--- src/rtl/sram16_dram_responder.sv ---
// Executes one 32-bit MCU DRAM request as up to two 16-bit async-SRAM accesses, then pulses dram_ack.
// Optional one-entry read buffer enabled by defining DRAM_RESP_RD_BUF_EN.
module sram16_dram_responder #(
    parameter int ADDR_BITS   = 22,
    parameter int WAIT_CYCLES = 2
) (
    input  logic                 clk,
    input  logic                 reset_n,
    input  logic                 sync_reset,
    input  logic [ADDR_BITS-1:0] dram_mem_addr,
    input  logic                 dram_mem_read_en,
    input  logic                 dram_mem_write_en,
    input  logic [3:0]           dram_mem_byte_enable,
    input  logic [31:0]          dram_mem_write_data,
    output logic                 dram_ack,
    output logic [31:0]          dram_mem_read_data,
    output logic [ADDR_BITS:0]   sram_addr,
    output logic [15:0]          sram_dq_out,
    output logic                 sram_dq_oe,
    input  logic [15:0]          sram_dq_in,
    output logic                 sram_ce_n,
    output logic                 sram_oe_n,
    output logic                 sram_we_n,
    output logic                 sram_ub_n,
    output logic                 sram_lb_n,
    output logic [1:0]           dbg_state
);

    typedef enum logic [1:0] {IDLE = 2'd0, ACC_LO = 2'd1, ACC_HI = 2'd2, DONE = 2'd3} state_t;

    state_t                 state, state_nxt;
    logic [3:0]             cnt;
    logic                   phase_end;
    logic                   in_acc;
    logic                   req_wr;
    logic [ADDR_BITS-1:0]   req_addr;
    logic [3:0]             req_be;
    logic [31:0]            req_wdata;
    logic                   accept;
    logic                   hit;
    logic [ADDR_BITS-1:0]   cur_addr;
    logic [31:0]            cur_wdata;
    logic                   cur_wr;

    assign phase_end = (cnt == 4'(WAIT_CYCLES));
    assign in_acc    = (state == ACC_LO) || (state == ACC_HI);
    assign accept    = (state == IDLE) && (dram_mem_read_en || dram_mem_write_en);
    assign dbg_state = state;

    // Phase address/data come straight from the request port when launching from IDLE.
    assign cur_addr  = (state == IDLE) ? dram_mem_addr       : req_addr;
    assign cur_wdata = (state == IDLE) ? dram_mem_write_data : req_wdata;
    assign cur_wr    = (state == IDLE) ? dram_mem_write_en   : req_wr;

`ifdef DRAM_RESP_RD_BUF_EN
    logic                 buf_valid;
    logic [ADDR_BITS-1:0] buf_addr;
    logic [31:0]          buf_data;

    assign hit = buf_valid && (buf_addr == dram_mem_addr);

    always_ff @(posedge clk or negedge reset_n) begin
        if (!reset_n) begin
            buf_valid <= 1'b0;
            buf_addr  <= '0;
            buf_data  <= '0;
        end else if (sync_reset) begin
            buf_valid <= 1'b0;
            buf_addr  <= '0;
            buf_data  <= '0;
        end else if (state == ACC_HI && !req_wr && phase_end) begin
            buf_valid <= 1'b1;
            buf_addr  <= req_addr;
            buf_data  <= {sram_dq_in, dram_mem_read_data[15:0]};
        end else if (state == IDLE && dram_mem_write_en && (|dram_mem_byte_enable) && hit) begin
            buf_valid <= 1'b0;
        end
    end
`else
    assign hit = 1'b0;
`endif

    always_comb begin
        state_nxt = state;
        case (state)
            IDLE: begin
                if (dram_mem_write_en) begin
                    if (|dram_mem_byte_enable[1:0])      state_nxt = ACC_LO;
                    else if (|dram_mem_byte_enable[3:2]) state_nxt = ACC_HI;
                    else                                 state_nxt = DONE;
                end else if (dram_mem_read_en) begin
                    state_nxt = hit ? DONE : ACC_LO;
                end
            end
            ACC_LO: if (phase_end) state_nxt = (!req_wr || (|req_be[3:2])) ? ACC_HI : DONE;
            ACC_HI: if (phase_end) state_nxt = DONE;
            DONE:   state_nxt = IDLE;
            default: state_nxt = IDLE;
        endcase
    end

    // Writes pulse we_n low for WAIT_CYCLES clocks, leaving the last clock of the phase as hold.
    always_comb begin
        dram_ack   = (state == DONE);
        sram_ce_n  = 1'b1;
        sram_oe_n  = 1'b1;
        sram_we_n  = 1'b1;
        sram_ub_n  = 1'b1;
        sram_lb_n  = 1'b1;
        sram_dq_oe = 1'b0;
        if (in_acc) begin
            sram_ce_n = 1'b0;
            if (req_wr) begin
                sram_dq_oe = 1'b1;
                sram_we_n  = phase_end;
                sram_lb_n  = (state == ACC_HI) ? ~req_be[2] : ~req_be[0];
                sram_ub_n  = (state == ACC_HI) ? ~req_be[3] : ~req_be[1];
            end else begin
                sram_oe_n = 1'b0;
                sram_ub_n = 1'b0;
                sram_lb_n = 1'b0;
            end
        end
    end

    always_ff @(posedge clk or negedge reset_n) begin
        if (!reset_n) begin
            state              <= IDLE;
            cnt                <= '0;
            req_wr             <= 1'b0;
            req_addr           <= '0;
            req_be             <= '0;
            req_wdata          <= '0;
            dram_mem_read_data <= '0;
            sram_addr          <= '0;
            sram_dq_out        <= '0;
        end else if (sync_reset) begin
            state              <= IDLE;
            cnt                <= '0;
            req_wr             <= 1'b0;
            req_addr           <= '0;
            req_be             <= '0;
            req_wdata          <= '0;
            dram_mem_read_data <= '0;
            sram_addr          <= '0;
            sram_dq_out        <= '0;
        end else begin
            state <= state_nxt;
            cnt   <= (in_acc && !phase_end) ? cnt + 4'd1 : 4'd0;
            if (accept) begin
                req_wr    <= dram_mem_write_en;
                req_addr  <= dram_mem_addr;
                req_be    <= dram_mem_byte_enable;
                req_wdata <= dram_mem_write_data;
            end
            if (state_nxt == ACC_LO && state != ACC_LO) begin
                sram_addr <= {cur_addr, 1'b0};
                if (cur_wr) sram_dq_out <= cur_wdata[15:0];
            end
            if (state_nxt == ACC_HI && state != ACC_HI) begin
                sram_addr <= {cur_addr, 1'b1};
                if (cur_wr) sram_dq_out <= cur_wdata[31:16];
            end
            if (in_acc && !req_wr && phase_end) begin
                if (state == ACC_LO) dram_mem_read_data[15:0]  <= sram_dq_in;
                else                 dram_mem_read_data[31:16] <= sram_dq_in;
            end
`ifdef DRAM_RESP_RD_BUF_EN
            if (state == IDLE && !dram_mem_write_en && dram_mem_read_en && hit)
                dram_mem_read_data <= buf_data;
`endif
        end
    end

endmodule
--- config.mk ---
export PLATFORM = sky130hd
export DESIGN_NAME = sram16_dram_responder
export DESIGN_NICKNAME = d
export VERILOG_FILES = /design/src/rtl/sram16_dram_responder.sv
export SDC_FILE = /design/constraint.sdc
export NUM_CORES = 1
export LEC_CHECK = 0
export BUFFER_PORTS_ARGS = -buffer_cell sky130_fd_sc_hd__buf_2
export CAP_MARGIN = 40
export CORE_MARGIN = 1.5
export CORE_UTILIZATION = 30
export CTS_BUF_LIST = sky130_fd_sc_hd__clkbuf_4 sky130_fd_sc_hd__clkbuf_8 sky130_fd_sc_hd__clkbuf_16
export CTS_CLUSTER_DIAMETER = 60
export DETAILED_ROUTE_END_ITERATION = 7
export GPL_TIMING_DRIVEN = 1
export PLACE_DENSITY = 0.52
export RECOVER_POWER = 50
export SYNTH_ARGS = -nofsm -noshare
export SYNTH_HDL_FRONTEND = slang
export SYNTH_SLANG_ARGS = --single-unit
--- constraint.sdc ---
create_clock -name clk -period 3.1 [get_ports clk]
set_clock_uncertainty 0.15 [all_clocks]
set_input_delay 0.155 -clock clk [delete_from_list [all_inputs] [get_ports clk]]
set_output_delay 0.155 -clock clk [all_outputs]
set_load 0.005 [all_outputs]
# --- Word-level counts from Yosys, hierarchy flattened ---
# Index checks and enable logic that the tools add are counted.
# Widths: inputs -> output; s select.
totals:
  reg_bits: 136
  inputBits: 79
  out_inout_bits: 80
  elab_cells: 91
op_classes:
  add_sub_neg: 1
  eq_ne: 9
  muxes: 46
  bitwise: 4
  n_reduce_logical: 21
ops:
  columns: ["op", "n"]
  rows:
  - ["$mux 32", 5]
  - ["$mux 16", 7]
  - ["$mux 23", 3]
  - ["$mux 22", 3]
  - ["$mux 1", 17]
  - ["$mux 4", 4]
  - ["$mux 2", 6]
  - ["$pmux 2 s4", 1]
  - ["$eq 2x2->1 const B", 3]
  - ["$logic_and 1x1->1", 6]
  - ["$reduce_bool 2->1", 3]
  - ["$reduce_or 2->1", 3]
  - ["$add 4x1->4 const B", 1]
  - ["$eq 2x1->1 const B", 2]
  - ["$eq 4x2->1 const B", 1]
  - ["$ne 2x2->1 const B", 2]
  - ["$not 1->1", 4]
  - ["$reduce_and 2->1", 2]
  - ["$logic_or 1x1->1", 3]
  - ["$reduce_bool 3->1", 1]
  - ["$logic_not 1->1", 2]
  - ["$logic_not 2->1", 1]
  - ["$ne 2x1->1 const B", 1]

# --- Logic depth before layout (Yosys ltp) ---
# Gate-level depths: netlist (run 1).
depth:
  word_depth: 11
  ltp_mapped: 10
  depth_no_buf: 7

# --- Worst setup path before layout (run 1) ---
# OpenSTA, ideal clock, no wires.
synth_timing:
  kind: "reg-to-reg"
  start: "register state[0] (netlist: dbg_state[0])"
  end: "register sram_dq_out[13]"
  setup_ns: 0.096
  t_arrival_ns: 1.964
  required_time_ns: 2.854
  slack_ns: 0.891
  path_stages_with_launch: 10
  path_buffers: 3
  period_less_slack_ns: 2.209
  cell_sequence: "dfrtp_1 -> inv_1 -> ha_1 -> buf_2 -> clkbuf_1 -> clkbuf_1 -> a211oi_1 -> a211oi_1 -> nand3_1 -> o31ai_1"
synth_via:
  elab_chain_len: 9
  elab_cells_between_ends: 22
  classes_between: "7 x eq/ne; 12 x mux; 3 x reduce/logical"
synth_rtl:
  columns: ["element", "line", "source"]
  rows:
  - ["start: declaration", "31", "state_t state, state_nxt;"]
  - ["start signal: assignment", "148", "state <= state_nxt;"]
  - ["$mux 2", "91", "end else if (dram_mem_read_en) begin"]
  - ["$mux 2", "87", "if (dram_mem_write_en) begin"]
  - ["$pmux 2 s4", "85", "case (state)"]
  - ["$eq 2x1->1", "156", "if (state_nxt == ACC_LO && state != ACC_LO) begin"]
  - ["$logic_and 1x1->1", "156", null]
  - ["$mux 16", "156", null]
  - ["$mux 16", "162", "if (cur_wr) sram_dq_out <= cur_wdata[31:16];"]
  - ["$mux 16 (*)", "160", "if (state_nxt == ACC_HI && state != ACC_HI) begin"]
  - ["$mux 16 (*)", "137", "end else if (sync_reset) begin"]
  - ["end signal: assignment", "158", "if (cur_wr) sram_dq_out <= cur_wdata[15:0];"]
  - ["end signal: assignment", "162", null]
  - ["end: declaration", "18", "output logic [15:0] sram_dq_out,"]
# Mark *: on every way between the ends. The rest lies on a longest branch, timed or not.
# A chain may end at the register's enable or synchronous reset.

# --- Final worst setup path (run 1) ---
layout_timing:
  start: "register state[0] (netlist: dbg_state[0])"
  end: "register sram_addr[8]"
layout_via:
  elab_chain_len: 7
  elab_cells_between_ends: 20
  classes_between: "7 x eq/ne; 9 x mux; 4 x reduce/logical"
layout_rtl:
  columns: ["element", "line", "source"]
  rows:
  - ["$mux 2", "91", null]
  - ["$mux 2", "87", null]
  - ["$pmux 2 s4", "85", null]
  - ["$eq 2x2->1", "160", null]
  - ["$logic_and 1x1->1", "160", null]
  - ["$mux 23", "160", null]
  - ["$mux 23", "137", null]
  - ["end signal: assignment", "157", "sram_addr <= {cur_addr, 1'b0};"]
  - ["end signal: assignment", "161", "sram_addr <= {cur_addr, 1'b1};"]
  - ["end: declaration", "17", "output logic [ADDR_BITS:0] sram_addr,"]
# Parallel ways exist; a longest one is shown, timed or not. The select of a mux whose other input is x is not followed.

==> flow_metrics.tcl, run 1 <==
set metrics [dict create \
    fp-row-count 52 \
    worst_slew_pin_slew_ps 1460 \
    drive_gt1_share_pct 23.7 \
    hp-class "input port to flop" \
    worstSkewPairLatency_ps 420 \
    yosys-top-cells-count "120 x dfrtp_1, 94 x nand2_1, 88 x mux2i_1" \
    fin_area_mm2 0.00861 \
    slew_viol_final 0 \
    internal_power_w 0.00466 \
    route.vias.total 5306 \
    power_frac_clock_pct 28.0 \
    port_buffers 158 \
    swShare_pct 39.0 \
    max_stage_delay_ps 500 \
    synth.avg_cell_area_um2 10.1 \
    grt_overflow 0 \
    start_util_pct 30.5 \
    cts-root-buf "clkbuf_16" \
    synth_seq_cells 120 \
    synthTopCellsByArea "dfrtp_1 49%, mux2i_1 14%, a211oi_1 6.8%" \
    cts.repair.resized 0 \
    dpl-instance-area_mm2 0.00726 \
    crit_chain "inv_1 > ha_2 > o21a_2 > o22ai_1 > a22o_1 > buf_4 > a211oi_1 > a211oi_2" \
    period_share_pct 81.5 \
    arrival_ps 2670 \
    hold_violations 0 \
    synthCells 610 \
    slowest_stage "ha_2" \
    end_kind "flop" \
    status "finished, final reports clean" \
    setup_violations 0 \
    fin_util_pct 42.7 \
    power.density_mw_per_mm2 888 \
    cp-start-kind "flop" \
    synthFlopType "dfrtp_1" \
    period_needed_ps 2530 \
    antenna_found_initial 0 \
    syn_area_mm2 0.00615 \
    die_h_um 146 \
    cts_buffers 17 \
    slew_headroom_pct 2.80 \
    grt.total_usage_pct 17.8 \
    grt_pass1_wl_um 30100 \
    avgViaCountPerCell 4.77 \
    cts_tree "done" \
    fillers 1997 \
    wire_per_inst_um 16.7 \
    synth_enable_flop_cells 0 \
    seq_area_frac_synth_pct 48.8 \
    ant_nets 0 \
    yosysUniqueCellTypes 33 \
    core_mm2 0.0202 \
    p_leak_nw 4.02 \
    die_w_um 146 \
    grt_start_max_net_pins 55 \
    seqPwrFrac_pct 28.9 \
    synth_top_area_share_pct 48.8 \
    routabilityCongestion 0.735 \
    yosys.area.top_type "dfrtp_1" \
    die_area_mm2 0.0214 \
    drt_iter0_drc 188 \
    path_max_fanout 23 \
    drcViolationCount 0 \
    maxClockFrequency_mhz 396 \
    hold_ws_ps 244 \
    async_flop_share_pct 100 \
    cts_htree_levels 4 \
    cts.sinks 120 \
    pwr-share-comb_pct 43.1 \
    rsz0062_at_grt "no" \
    clock_tree.buffer_depth 2 \
    first_pass_iters 4 \
    ios 159 \
    p_sw_w 0.00298 \
    clkSlewWorstSetupHoldPaths_ps 60 \
    ys_warn_count 0 \
    cap_violations 0 \
    synth_nets 695 \
    fin_nets 914 \
    post-synth-top-count-cell "dfrtp_1" \
    syn_to_final_growth_pct 39.9 \
    dp_hpwl_um 11800 \
    crit_type "flop to flop" \
    setup-tns-final_ps 0 \
    grt_pass1_vias 5463 \
    peakVddDrop_uv 582 \
    finalWirelength_um 18600 \
    cp.required_ps 3240 \
]
critical path: cells and delay by family, from the launching register on:
kind | cells | cell delay, ps
adder cells (fa/ha/maj) | 1 | 500
AO/OA/AOI/OAI | 5 | 930
flip-flops | 1 | 440
buffers and inverters | 2 | 360
final cells by class:
class	count	area [um^2]	area share [%]
antenna	1	2.50	0.0291
clock buffer	20	460	5.35
clock inverter	11	171	1.99
inverter	5	18.8	0.218
multi-input combinational	425	2890	33.5
sequential	120	3000	34.9
tap	270	338	3.92
timing repair buffer	260	1730	20.1
through the flow:
step	power, W	instances	setup slack, ps
after floorplan	0.00442	610	891
after global placement	0.00549	1003	667
after detailed placement	0.00551	1003	617
after CTS	0.00777	1111	583
after global routing	0.00816	1111	431
final	0.00764	1112	574
repair_timing:
item / in CTS / in global routing
endpoints found under the hold margin: 156 / 0
setup buffers: 0 / 0
hold buffers: 77 / 0
cells in the final DEF, fill, tap and decap left out, drive strengths merged, types with 16 or more instances in the layout:
| cell | synthesis | layout |
|---|---|---|
| nand2 | 94 | 94 |
| a211oi | 76 | 76 |
| nor2b | 17 | 17 |
| nor2 | 42 | 42 |
| buf | 23 | 144 |
| clkbuf | 37 | 59 |
| dfrtp | 120 | 120 |
| o31ai | 16 | 16 |
| nand3 | 17 | 17 |
| mux2i | 88 | 88 |
| a21oi | 45 | 45 |
| dlygate4sd3 | 0 | 77 |
sequential cells by signal, summed over array words and instances (netlist names):
signal,cells
dram_mem_read_data,32
sram_addr,23
req_addr,22
req_wdata,16
sram_dq_out,16
cnt,4
req_be,4
dbg_state,2
req_wr,1
layer usage:
layer	global-route usage, %	vias to the layer above	part of all wire [%]
li1	-	2599	-
met1	23.4	2549	46
met2	29.3	144	47
met3	4.72	14	5.2
met4	4.34	0	0.97
met5	0	-	0
worst paths after layout:
kind	from	to	slack [ps]	depth (start not counted)
worst max-delay path	dbg_state[0]$_DFF_PN0_	sram_addr[8]$_DFFE_PN0P_	570	8
worst min-delay path	dram_mem_write_en	req_wr$_DFFE_PN0P_	240	4
worst min register to register	cnt[0]$_DFF_PN0_	cnt[0]$_DFF_PN0_	330	1
min in group asynchronous	reset_n	sram_dq_out[3]$_DFF_PN0_	470	2
max in group asynchronous	reset_n	req_addr[2]$_DFFE_PN0P_	1270	3
worst max register to register	dbg_state[0]$_DFF_PN0_	sram_addr[8]$_DFFE_PN0P_	570	8
logic make-up after synthesis:
| logic type | share of synthesized area, % |
|---|---|
| adders and majority gates | 1.22 |
| AOI/OAI and AO/OA | 17.5 |
| and+or+nand+nor | 13.1 |
| muxes | 14.5 |
| buffers and inverters | 4.66 |
| DFF | 48.8 |
| xor gates and xnor gates | 0.285 |
power by group through the flow:
stage               sequential [W]  clock, W  combinational [W]
detailed placement         0.00223         0            0.00328
CTS                        0.00221   0.00220            0.00337
global route               0.00226   0.00227            0.00363
finish                     0.00221   0.00214            0.00329
floorplan                  0.00218         0            0.00224
global placement           0.00223         0            0.00326
Power figures use the tool's default switching activity.
==> run 2: changes to the inputs <==
Settings changed: ABC_AREA from default to 1, PLACE_DENSITY 0.52 to 0.51.
Clock period 3.1 ns to 2.33 ns, I/O delays scaled along.
==> flow_metrics.tcl, run 2 <==
set metrics [dict create \
    power_frac_clock_pct 23.7 \
    max_stage_delay_ps 370 \
    end_kind "flop" \
    core_mm2 0.0235 \
    cts_tree "done" \
    cap_violations 1 \
    cp-start-kind "flop" \
    die_w_um 157 \
    grt_start_max_net_pins 64 \
    final_common_cell "nand2_1" \
    synthCells 923 \
    yosys.area.top_type "dfrtp_1" \
    finalWirelength_um 22900 \
    top_regs "dram_mem_read_data x32, req_wdata x32, sram_addr x23" \
    cts_buffers 17 \
    grt_pass1_wl_um 36000 \
    synthTopCellsByArea "dfrtp_1 48%, nand2_1 10%, nand3_1 8.6%" \
    diodes 0 \
    grt.total_usage_pct 18.7 \
    p_leak_nw 4.99 \
    setup_violations 0 \
    clock_tree.buffer_depth 2 \
    peakVddDrop_uv 777 \
    fin_nets 1231 \
    violations "capacitance limit, slew limit" \
    cts-root-buf "clkbuf_16" \
    r2r_start "dbg_state[1]$_DFF_PN0_" \
    drt_iter0_drc 523 \
    hp-class "input port to flop" \
    clkSlewWorstSetupHoldPaths_ps 70 \
    syn_to_final_growth_pct 36.6 \
    worst_slew_pin_slew_ps 1580 \
    synth.avg_cell_area_um2 7.75 \
    async_flop_share_pct 100 \
    wire_per_inst_um 15.5 \
    avgViaCountPerCell 4.73 \
    worstSkewPairLatency_ps 430 \
    cp.required_ps 2550 \
    synthFlopType "dfrtp_1" \
    period_share_pct 91.6 \
    crit_family "buffers and inverters" \
    power.density_mw_per_mm2 1210 \
    seqPwrFrac_pct 27.5 \
    internal_power_w 0.00659 \
    cts.sinks 136 \
    arrival_ps 2350 \
    post-synth-top-count-cell "nand2_1" \
    p_sw_w 0.00520 \
    first_pass_iters 5 \
    routabilityCongestion 0.770 \
    syn_area_mm2 0.00716 \
    ios 159 \
    ant_nets 0 \
    route.vias.total 6997 \
    status "complete, but fails checks" \
    die_area_mm2 0.0248 \
    yosysUniqueCellTypes 31 \
    dp_hpwl_um 14200 \
    hold_depth 5 \
    synth_nets 1008 \
    hold_violations 0 \
    hold_ws_ps 129 \
    cpMostUsedCell "nand2_1" \
    fillers 2436 \
    setup-tns-final_ps 0 \
    rsz0062_at_grt "no" \
    pwr-share-comb_pct 48.7 \
    crit_chain "inv_1 > ha_1 > buf_4 > o21ai_4 > nand2_1 > nand2_1 > nand2_1 > nand2_4 > inv_2 > nand2_2 > nand3_2 > buf_4 > nand2_1 > nand2_1" \
    synth_top_area_share_pct 47.6 \
    slew_headroom_pct -5.15 \
    synth_enable_flop_cells 0 \
    period_needed_ps 2130 \
    regToRegEndpoint "sram_addr[22]$_DFFE_PN0P_" \
    maxClockFrequency_mhz 469 \
    swShare_pct 44.1 \
    worst-path-buf-inv 4 \
    synth_seq_cells 136 \
    cts.repair.resized 0 \
    path_max_fanout 22 \
    crit_type "flop to flop" \
    slew_viol_final 56 \
    fp-row-count 56 \
    grt_pass1_vias 6755 \
    cts_htree_levels 4 \
    holdPathEnd "req_wr$_DFFE_PN0P_" \
    antenna_found_initial 0 \
    final_cell_mix "195 x nand2_1, 136 x dfrtp_1, 127 x buf_2, 123 x nand3_1, 123 x o21ai_0" \
    regToRegSetupSlack_ps 200 \
    drcViolationCount 0 \
    port_buffers 158 \
    ys_warn_count 0 \
    hp-start "dram_mem_write_en" \
    die_h_um 157 \
    drive_gt1_share_pct 18.9 \
    yosys-top-cells-count "195 x nand2_1, 136 x dfrtp_1, 123 x nand3_1, 123 x o21ai_0, 111 x inv_1" \
    slowest_stage "dfrtp_1" \
    critPathLaunch "dbg_state[1]$_DFF_PN0_" \
    grt_overflow 0 \
    rr_worst_depth 14 \
    seq_area_frac_synth_pct 47.6 \
    start_util_pct 30.5 \
]
-- run 2: cell count changes in the layout (fill, tap and decap cells not counted), sizes merged, moves of 22 or more --
cell | previous run | this run
o21ai | 4 | 136
a21oi | 45 | 9
inv | 6 | 120
nand4 | 0 | 22
nand2 | 94 | 204
a211oi | 76 | 0
nand3 | 17 | 125
mux2i | 88 | 0
o211ai | 0 | 29
-- run 2: worst min-delay path, cell delays in order --
cell     delay, ps
buf_2          160
nand2_2        110
nand2_2        140
o21ai_0         90
inv_1           50
-- run 2: worst max path at each step --
stage	end	slack, ps	cells past startpoint
floorplan	sram_dq_out[10]$_DFF_PN0_	330	14
global placement	sram_addr[3]$_DFFE_PN0P_	230	14
detailed placement	sram_addr[7]$_DFFE_PN0P_	180	14
CTS	sram_addr[22]$_DFFE_PN0P_	160	14
global route	sram_addr[18]$_DFFE_PN0P_	5	13
finish	sram_addr[22]$_DFFE_PN0P_	200	14
-- run 2: area by class of cell --
| class | instances | area (um^2) | area share [%] |
|---|---|---|---|
| multi-input combinational | 598 | 2990 | 30.6 |
| sequential | 136 | 3400 | 34.8 |
| clock inverter | 14 | 160 | 1.64 |
| clock buffer | 18 | 439 | 4.49 |
| inverter | 122 | 460 | 4.71 |
| timing repair buffer | 271 | 1920 | 19.6 |
| tap | 319 | 399 | 4.08 |
-- run 2: routing by layer --
layer | vias to the layer above | share of wire (%) | GRT usage, %
li1 | 3466 | - | -
met1 | 3351 | 47 | 25.7
met2 | 156 | 48 | 29.8
met3 | 24 | 3.3 | 3.03
met4 | 0 | 1.7 | 6.24
met5 | - | 0 | 0
-- run 2: logic make-up after synthesis --
| kind of cell | Yosys count | synth area share [%] |
|---|---|---|
| AO/OA/AOI/OAI | 194 | 15.4 |
| XOR/XNOR | 2 | 0.245 |
| buffers and inverters | 189 | 10.9 |
| AND/OR/NAND/NOR | 396 | 24.8 |
| flip-flops | 136 | 47.6 |
| adder cells (fa/ha/maj) | 6 | 1.05 |
-- run 2: metrics by stage --
| step | setup slack [ps] | utilization [%] | power [W] | std cells | area, um^2 |
|---|---|---|---|---|---|
| 2_1_floorplan | 326 | - | 0.00692 | 923 | 7160 |
| 3_3_place_gp | 232 | 36.0 | 0.00897 | 1369 | 8450 |
| 3_5_place_dp | 179 | 36.0 | 0.00900 | 1369 | 8450 |
| 4_1_cts | 163 | 41.8 | 0.0120 | 1478 | 9820 |
| 5_1_grt | 4.95 | 41.6 | 0.0127 | 1478 | 9770 |
| 6_report | 197 | 41.6 | 0.0118 | 1478 | 9770 |
-- run 2: timing repair --
action                                  4_1_cts  5_1_grt
endpoints found under the setup margin        0        0
endpoints found under the hold margin       201        0
hold buffers                                 77        0
buffers inserted                              0        0
-- run 2: power groups by stage --
stage	combinational, W	clock, W	sequential, W
after floorplan	0.00368	0	0.00324
after global placement	0.00568	0	0.00329
after detailed placement	0.00573	0	0.00327
after CTS	0.00585	0.00287	0.00325
after global routing	0.00645	0.00296	0.00332
final	0.00575	0.00280	0.00325
